[src/rtl/qcm_pauli_pkg.sv]
// rtl/qcm_pauli_pkg.sv - Pauli literal encoding, single-qubit anticommute helper, collector state enum
package qcm_pauli_pkg;

    localparam logic [1:0] LIT_I = 2'b00;
    localparam logic [1:0] LIT_Z = 2'b01;
    localparam logic [1:0] LIT_X = 2'b10;
    localparam logic [1:0] LIT_Y = 2'b11;

    typedef enum logic [1:0] {
        ST_IDLE    = 2'd0,
        ST_COLLECT = 2'd1,
        ST_DONE    = 2'd2
    } collect_state_t;

    // Symplectic product a.x&b.z ^ a.z&b.x, expanded per literal of a
    function automatic logic pauli_anticommute(input logic [1:0] a, input logic [1:0] b);
        logic r;
        case (a)
            LIT_I:   r = 1'b0;
            LIT_X:   r = b[0];
            LIT_Z:   r = b[1];
            LIT_Y:   r = b[0] ^ b[1];
            default: r = 1'b0;
        endcase
        return r;
    endfunction

endpackage

[src/rtl/pauli_row_anticommute.sv]
// rtl/pauli_row_anticommute.sv - combinational anticommute parity of one Pauli row against a target
module pauli_row_anticommute
    import qcm_pauli_pkg::*;
#(
    parameter int NUM_QUBIT = 4
) (
    input  logic [NUM_QUBIT-1:0][1:0] i_row,
    input  logic [NUM_QUBIT-1:0][1:0] i_target,
    output logic                      o_anticommute
);

    always_comb begin
        o_anticommute = 1'b0;
        for (int q = 0; q < NUM_QUBIT; q++) begin
            o_anticommute = o_anticommute ^ pauli_anticommute(i_row[q], i_target[q]);
        end
    end

endmodule

[src/rtl/anticommute_row_collector.sv]
// rtl/anticommute_row_collector.sv - frame collector with per-row anticommute flags; PHASE_TRACK_EN stores row phases
module anticommute_row_collector
    import qcm_pauli_pkg::*;
#(
    parameter int NUM_QUBIT = 4,
    parameter int IDX_W     = (NUM_QUBIT > 1) ? $clog2(NUM_QUBIT) : 1
) (
    input  logic                      clk,
    input  logic                      rst_new,
    input  logic [NUM_QUBIT-1:0][1:0] literals_in,
    input  logic                      phase_in,
    input  logic                      valid_in,
    input  logic                      valid_P,
    input  logic                      ld_flag_anticommute,
    input  logic [NUM_QUBIT-1:0][1:0] pauli_target,
    input  logic                      frame_ack,
    input  logic [IDX_W-1:0]          rd_idx,
    output logic                      gp_ready,
    output logic                      frame_valid,
    output logic                      frame_err,
    output logic [NUM_QUBIT-1:0]      flag_anticommute,
    output logic                      any_anticommute,
    output logic [IDX_W-1:0]          first_idx,
    output logic [NUM_QUBIT-1:0][1:0] rd_literals,
    output logic                      rd_phase
);

    // Counter must reach NUM_QUBIT to detect the overflow row
    localparam int               CNT_W         = $clog2(NUM_QUBIT + 1);
    localparam logic [CNT_W-1:0] CNT_FULL      = CNT_W'(NUM_QUBIT);
    localparam logic [CNT_W-1:0] CNT_LAST      = CNT_W'(NUM_QUBIT - 1);
    localparam logic             FIRST_IS_LAST = (NUM_QUBIT == 1);

    collect_state_t                r_state;
    collect_state_t                w_state_nxt;
    logic [CNT_W-1:0]              r_row_cnt;
    logic [NUM_QUBIT-1:0][1:0]     r_target;
    logic [NUM_QUBIT-1:0][1:0]     r_tab [NUM_QUBIT];
    logic [NUM_QUBIT-1:0]          r_flags;
    logic                          r_err;

    logic                          w_accept;
    logic                          w_clear;
    logic                          w_set_err;
    logic                          w_row_anti;
    logic [IDX_W-1:0]              w_wr_idx;
    logic [NUM_QUBIT-1:0][1:0]     w_target;

    assign w_wr_idx = r_row_cnt[IDX_W-1:0];

    // Row 0 arrives with the frame-start strobe, before the target is latched
    assign w_target = (r_state == ST_IDLE) ? pauli_target : r_target;

    pauli_row_anticommute #(
        .NUM_QUBIT (NUM_QUBIT)
    ) u_row_anti (
        .i_row         (literals_in),
        .i_target      (w_target),
        .o_anticommute (w_row_anti)
    );

    always_ff @(posedge clk or posedge rst_new) begin
        if (rst_new) begin
            r_state <= ST_IDLE;
        end else begin
            r_state <= w_state_nxt;
        end
    end

    always_comb begin
        w_state_nxt = r_state;
        w_accept    = 1'b0;
        w_clear     = 1'b0;
        w_set_err   = 1'b0;
        case (r_state)
            ST_IDLE: begin
                if (ld_flag_anticommute) begin
                    w_clear     = 1'b1;
                    w_accept    = valid_in;
                    w_state_nxt = ST_COLLECT;
                    if (valid_P) begin
                        w_state_nxt = ST_DONE;
                        w_set_err   = !(valid_in && FIRST_IS_LAST);
                    end
                end
            end
            ST_COLLECT: begin
                if (valid_in) begin
                    if (r_row_cnt == CNT_FULL) begin
                        w_set_err = 1'b1;
                    end else begin
                        w_accept = 1'b1;
                    end
                    if (valid_P) begin
                        w_state_nxt = ST_DONE;
                        if (r_row_cnt != CNT_LAST) begin
                            w_set_err = 1'b1;
                        end
                    end
                end
            end
            ST_DONE: begin
                if (frame_ack) begin
                    w_state_nxt = ST_IDLE;
                end
            end
            default: begin
                w_state_nxt = ST_IDLE;
            end
        endcase
    end

    always_ff @(posedge clk or posedge rst_new) begin
        if (rst_new) begin
            r_row_cnt <= '0;
            r_target  <= '0;
            r_flags   <= '0;
            r_err     <= 1'b0;
            for (int i = 0; i < NUM_QUBIT; i++) begin
                r_tab[i] <= '0;
            end
        end else begin
            if (w_clear) begin
                r_target <= pauli_target;
                r_flags  <= '0;
                r_err    <= w_set_err;
                for (int i = 0; i < NUM_QUBIT; i++) begin
                    r_tab[i] <= {NUM_QUBIT{LIT_I}};
                end
            end else if (w_set_err) begin
                r_err <= 1'b1;
            end
            if (w_accept) begin
                r_tab[w_wr_idx]   <= literals_in;
                r_flags[w_wr_idx] <= w_row_anti;
                r_row_cnt         <= r_row_cnt + CNT_W'(1);
            end else if ((r_state == ST_DONE) && frame_ack) begin
                r_row_cnt <= '0;
            end
        end
    end

`ifdef PHASE_TRACK_EN
    logic [NUM_QUBIT-1:0] r_phase;

    always_ff @(posedge clk or posedge rst_new) begin
        if (rst_new) begin
            r_phase <= '0;
        end else begin
            if (w_clear) begin
                r_phase <= '0;
            end
            if (w_accept) begin
                r_phase[w_wr_idx] <= phase_in;
            end
        end
    end

    assign rd_phase = r_phase[rd_idx];
`else
    logic w_unused_phase;
    assign w_unused_phase = phase_in;
    assign rd_phase       = 1'b0;
`endif

    assign gp_ready         = (r_state == ST_IDLE);
    assign frame_valid      = (r_state == ST_DONE);
    assign frame_err        = r_err;
    assign flag_anticommute = r_flags;
    assign any_anticommute  = |r_flags;
    assign rd_literals      = r_tab[rd_idx];

    always_comb begin
        first_idx = '0;
        for (int i = NUM_QUBIT - 1; i >= 0; i--) begin
            if (r_flags[i]) begin
                first_idx = IDX_W'(i);
            end
        end
    end

endmodule
[config.mk]
export PLATFORM = sky130hd
export DESIGN_NAME = anticommute_row_collector
export DESIGN_NICKNAME = d
export VERILOG_FILES = /design/src/rtl/qcm_pauli_pkg.sv /design/src/rtl/pauli_row_anticommute.sv /design/src/rtl/anticommute_row_collector.sv
export SDC_FILE = /design/constraint.sdc
export NUM_CORES = 1
export LEC_CHECK = 0
export ABC_AREA = 0
export BUFFER_PORTS_ARGS = -buffer_cell sky130_fd_sc_hd__buf_2
export CORE_MARGIN = 2
export CORE_UTILIZATION = 45
export DETAILED_ROUTE_END_ITERATION = 6
export HOLD_SLACK_MARGIN = 0.1
export PLACE_DENSITY = 0.66
export SLEW_MARGIN = 20
export SYNTH_ARGS = -nofsm -noshare
export SYNTH_HDL_FRONTEND = slang
export SYNTH_SLANG_ARGS = --single-unit
[constraint.sdc]
create_clock -name clk -period 3.95 [get_ports clk]
set_clock_uncertainty 0.15 [all_clocks]
set_input_delay 1.185 -clock clk [delete_from_list [all_inputs] [get_ports clk]]
set_output_delay 1.185 -clock clk [all_outputs]
set_load 0.01 [all_outputs]
==> results of run 1 <==
sequential cells by signal, summed over array words and instances, names as in the netlist:
register	count
frame_err	1
flag_anticommute	4
r_state	2
r_tab	32
r_target	8
r_row_cnt	3
path summary, 6_finish.rpt:
kind / from / cells after the start / slack [ns] / to
max: rd_idx[0] / 3 / 0.49 / rd_literals[0]
min: r_tab[5]$_DFF_PP0_ / 2 / 0.35 / r_tab[5]$_DFF_PP0_
max reg2reg: r_state[1]$_DFFE_PP0P_ / 6 / 1.43 / flag_anticommute[2]$_DFF_PP0_
min reg2reg: r_tab[5]$_DFF_PP0_ / 2 / 0.35 / r_tab[5]$_DFF_PP0_
max in group asynchronous: rst_new / 2 / 2.27 / r_target[6]$_DFFE_PP0P_
min in group asynchronous: rst_new / 2 / 0.85 / r_tab[26]$_DFF_PP0_
final cells by class:
type / count / area (um^2) / area share
Clock buffer: 7 / 86.3 / 0.0299
Inverter: 6 / 23.8 / 0.00824
Multi-Input combinational cell: 193 / 1210 / 0.419
Sequential cell: 50 / 1250 / 0.433
Clock inverter: 1 / 5.00 / 0.00173
Timing Repair Buffer: 43 / 220 / 0.0763
Tap cell: 72 / 90.1 / 0.0312
cell usage after synthesis, types with 2 or more instances:
library cell	number	area share
a21oi_1	2	0.0039
a31oi_1	2	0.0049
and2_1	4	0.0097
buf_6	3	0.013
clkbuf_1	8	0.012
dfrtp_1	50	0.49
ha_1	5	0.024
inv_1	6	0.0088
mux2_2	9	0.039
mux2i_1	2	0.0078
mux4_2	8	0.070
nand2_1	79	0.12
nand2_2	4	0.0097
nand3_1	41	0.080
nor2_1	7	0.010
o211a_1	2	0.0078
o21ai_0	10	0.019
o21ai_2	4	0.014
xnor2_1	3	0.010
per-stage QoR:
step           setup WS, ns  hold WS, ns  power [mW]  cell area, um^2   util
2_1_floorplan         0.438        0.311        1.29             2570      -
3_3_place_gp          0.468        0.325        1.46             2790  0.507
3_5_place_dp          0.468        0.334        1.49             2790  0.507
4_1_cts               0.466        0.356        1.79             2890  0.524
5_1_grt               0.429        0.376        1.90             2890  0.524
6_report              0.485        0.354        1.77             2890  0.524
power groups by stage:
stage	Sequential, mW	Clock (mW)	Combinational [mW]
after floorplan	0.773	0	0.512
after global placement	0.792	0	0.673
after detailed placement	0.797	0	0.688
after CTS	0.786	0.313	0.692
after global routing	0.811	0.333	0.761
final	0.786	0.305	0.679
per-layer routing:
layer | up-vias | wire (um) | GRT usage
li1 | 961 | - | -
met1 | 945 | 2520 | 0.248
met2 | 38 | 2750 | 0.326
met3 | 4 | 204 | 0.0339
met4 | 0 | 57 | 0.0517
met5 | - | 0 | 0
cells by family (layout without fill, tap and decap cells):
logic type / after synthesis / after routing / synth area share
simple gates: 142 / 142 / 0.244
compound gates: 21 / 21 / 0.0536
other cells: 1 / 1 / 0.00146
flops: 50 / 50 / 0.487
mux: 19 / 19 / 0.117
buf+inv: 20 / 57 / 0.0439
xor+xnor: 5 / 5 / 0.0283
fa+ha+maj: 5 / 5 / 0.0244
worst min-delay path: stages (launching register included):
cell and delay, ns:
dfrtp_1 0.35, nand3_1 0.06, nand2_1 0.06
==> flow_summary.json, run 1 <==
{
  "viasPerCell": 5.24,
  "hp-class": "register to register",
  "setup.worst_path.start_class": "input port",
  "grt_max_degree": 51,
  "drt_wl_total_um": 5540,
  "final_cell_mix": "nand2_1, dfrtp_1, nand3_1, buf_2, o21ai_0",
  "ys_ff_latch": 50,
  "nNetsFinal": 329,
  "num_antenna_cells": 0,
  "crit_chain": "buf_2, mux4_2, buf_2",
  "max_freq_mhz": 289,
  "num_vias": 1948,
  "status": "finished clean",
  "cp_slowest_stage_delay_ns": 0.54,
  "fp-row-count": 27,
  "dieArea_um2": 6330,
  "gp_congestion": 0.761,
  "synth-edff-count": 0,
  "port_buffers": 41,
  "synth_nets": 293,
  "fin_crit_ns": 3.46,
  "power.clock.fraction": 0.172,
  "coreArea_um2": 5510,
  "slew_violations": 0,
  "die_h_um": 79.5,
  "die_w_um": 79.5,
  "intPower_mw": 1.13,
  "final_common_cell": "nand2_1",
  "comb_power_share": 0.384,
  "cts_sinks": 50,
  "postCtsSetupBuffers": 0,
  "synth-main-ff-cell": "dfrtp_1",
  "cts_hold_buf": 0,
  "cap_violations": 0,
  "arrival_ns": 2.13,
  "avgSynthCellArea_um2": 9.76,
  "wl_per_cell_um": 14.9,
  "syn_area_um2": 2570,
  "path_clk_slew_ns": 0.09,
  "overflow": 0,
  "stdcell_count": 372,
  "final_antenna_net_count": 0,
  "start_util": 0.466,
  "fillCellCount": 515,
  "p_leak_nw": 1.50,
  "cts_made_buffers": 5,
  "required_ns": 2.61,
  "synthCells": 263,
  "htree_levels": 2,
  "synth_cell_type_count": 33,
  "swShare": 0.362,
  "relSlewSlack": 0.430,
  "dpl.hpwl_um": 3770,
  "p_sw_mw": 0.640,
  "critPathBufInv": 2,
  "post-place-cells": 364,
  "path_delay_family": "multiplexers",
  "ys_seq_area_frac": 0.487,
  "ctsRootBufferMaster": "clkbuf_8",
  "grt_antenna_before_repair": 0,
  "async_flop_share": 1.00,
  "area_growth_pct": 12.4,
  "power_frac_seq": 0.444,
  "cp_slowest_cell": "mux4_2",
  "crit_fanout": 8,
  "grt_pass1_vias": 1876,
  "rsz0062_at_grt": "no",
  "period_share": 0.877,
  "powerDensity_nw_per_um2": 613,
  "grtUsageTotal": 0.190,
  "drtIter0Drc": 116,
  "first_pass_iters": 5,
  "hold_viol": 0,
  "crit_type": "input port to primary output",
  "vdd_drop_max_mv": 0.245,
  "cts_tree": "done",
  "setup-tns-final_ns": 0,
  "worst_slew_pin_slew_ns": 0.855,
  "cp-end-kind": "primary output",
  "cts_resized": 0,
  "final_layout_size_suffix_gt1_frac": 0.270,
  "drcViolationCount": 0,
  "clk-insertion-delay-late_ns": 0.30,
  "grt_pass1_wl_um": 9150,
  "yosys_warnings": 0,
  "ios": 44,
  "setup_violations": 0,
  "clock_path_buffers": 2,
  "crit_top_cell": "buf_2"
}
Note: power is estimated with default switching activity, not from simulation.
==> inputs of run 2 (changes only) <==
CORE_UTILIZATION = 60   (was 45)
PLACE_DENSITY = 0.85   (was 0.66)
==> run 2 against run 1 <==
Die area is 24% lower; maximum frequency shrank 0.30%; wire length rose by 1.2%; sequential power rose by 0.5%; final cell count decreased by 5.6%; first-iteration DRC count up 51%; final area decreased by 0.74%; critical endpoint unchanged.
==> flow_summary.json, run 2 (synthesis gave the netlist of run 1 again) <==
{
  "status": "finished clean",
  "post_dp_cell_area_um2": 2780,
  "viasPerCell": 5.77,
  "comb_power_share": 0.387,
  "htree_levels": 2,
  "first_pass_iters": 4,
  "r2r_start": "r_state[0]$_DFFE_PP0P_",
  "cts_sinks": 50,
  "grt_max_degree": 51,
  "cts_tree": "done",
  "ios": 44,
  "cp-end-kind": "primary output",
  "cp_slowest_cell": "mux4_2",
  "crit_fanout": 8,
  "power.clock.fraction": 0.168,
  "drtIter0Drc": 175,
  "holdPathStages": 2,
  "hp-class": "register to register",
  "cap_violations": 0,
  "fin_crit_ns": 3.48,
  "grtUsageTotal": 0.246,
  "fin_ws_ns": 0.475,
  "crit_top_cell": "buf_2",
  "num_antenna_cells": 0,
  "path_clk_slew_ns": 0.09,
  "fin_util": 0.706,
  "p_leak_nw": 1.51,
  "crit_chain": "buf_2, mux4_2, buf_2",
  "area_growth_pct": 11.6,
  "crit_type": "input port to primary output",
  "final_layout_size_suffix_gt1_frac": 0.276,
  "slew_violations": 0,
  "drcViolationCount": 0,
  "reg2reg_to": "flag_anticommute[0]$_DFF_PP0_",
  "setup_violations": 0,
  "setup-tns-final_ns": 0,
  "swShare": 0.372,
  "nNetsFinal": 331,
  "clk-insertion-delay-late_ns": 0.31,
  "power_frac_seq": 0.445,
  "r2r.worst_path.cells": 7,
  "ctsRootBufferMaster": "clkbuf_8",
  "gp_congestion": 0.810,
  "vdd_drop_max_mv": 0.419,
  "hold_viol": 0,
  "num_vias": 2027,
  "max_freq_mhz": 288,
  "regMostFlops": "r_tab",
  "required_ns": 2.61,
  "period_share": 0.880,
  "grt_pass1_wl_um": 9210,
  "fp-row-count": 23,
  "grt_antenna_before_repair": 0,
  "cts_resized": 0,
  "largest_register_ffs": 32,
  "hold_path_startpoint": "r_tab[2]$_DFF_PP0_",
  "cts_made_buffers": 5,
  "powerDensity_nw_per_um2": 621,
  "p_sw_mw": 0.661,
  "coreArea_um2": 4060,
  "intPower_mw": 1.12,
  "die_w_um": 69.4,
  "fillCellCount": 293,
  "wl_per_cell_um": 16.0,
  "dpl.hpwl_um": 3760,
  "setup.worst_path.start_class": "input port",
  "die_h_um": 69.4,
  "relSlewSlack": 0.386,
  "grt_pass1_vias": 1896,
  "final_common_cell": "nand2_1",
  "clock_path_buffers": 2,
  "rsz0062_at_grt": "no",
  "worst_slew_pin_slew_ns": 0.919,
  "postCtsSetupBuffers": 0,
  "arrival_ns": 2.14,
  "cp_slowest_stage_delay_ns": 0.54,
  "dieArea_um2": 4820,
  "holdWs_ns": 0.354,
  "final_antenna_net_count": 0,
  "final_cell_area_um2": 2870,
  "holdPathEnd": "r_tab[2]$_DFF_PP0_",
  "pre_cts_ws_ns": 0.458,
  "port_buffers": 41,
  "r2r_setup_slack_ns": 1.73,
  "overflow": 0,
  "cts_hold_buf": 0,
  "drt_wl_total_um": 5600,
  "start_util": 0.633,
  "final_cell_mix": "nand2_1, dfrtp_1, nand3_1, buf_2, o21ai_0"
}
## run 2: how the worst max path moves through the flow
stage                           to  slack, ns  startpoint  cells past startpoint
finish              rd_literals[0]       0.47   rd_idx[0]                      3
floorplan           rd_literals[0]       0.44   rd_idx[0]                      2
global route        rd_literals[0]       0.43   rd_idx[0]                      3
detailed placement  rd_literals[0]       0.46   rd_idx[0]                      3
CTS                 rd_literals[0]       0.46   rd_idx[0]                      3
global placement    rd_literals[0]       0.46   rd_idx[0]                      3
## run 2: power groups by stage
stage	logic (mW)	clock network (mW)	registers, mW
floorplan	0.512	0	0.773
global placement	0.667	0	0.786
detailed placement	0.686	0	0.798
CTS	0.693	0.301	0.787
global route	0.765	0.324	0.813
finish	0.689	0.299	0.790
## run 2: critical path: cells and delay by family
kind / cells / cell delay (ns)
buf+inv: 2 / 0.41
mux: 1 / 0.54
## run 2: per-stage QoR
step	cells	power (mW)
6_report	351	1.78
5_1_grt	351	1.90
4_1_cts	351	1.78
3_5_place_dp	344	1.48
3_3_place_gp	344	1.45
2_1_floorplan	263	1.29
## run 2: final cells by class
| type | count | area, um^2 | share of cell area |
|---|---|---|---|
| timing repair buffer | 45 | 235 | 0.0821 |
| tap | 50 | 62.6 | 0.0218 |
| multi-input combinational | 193 | 1210 | 0.422 |
| sequential | 50 | 1250 | 0.437 |
| clock buffer | 5 | 68.8 | 0.0240 |
| inverter | 6 | 23.8 | 0.00830 |
| clock inverter | 2 | 13.8 | 0.00480 |
## run 2: routing by layer
layer | vias up | track usage | share of wire
met2 | 79 | 0.402 | 0.51
met4 | 0 | 0.0915 | 0.018
met3 | 11 | 0.0494 | 0.066
li1 | 964 | - | -
met1 | 973 | 0.328 | 0.41
met5 | - | 0 | 0
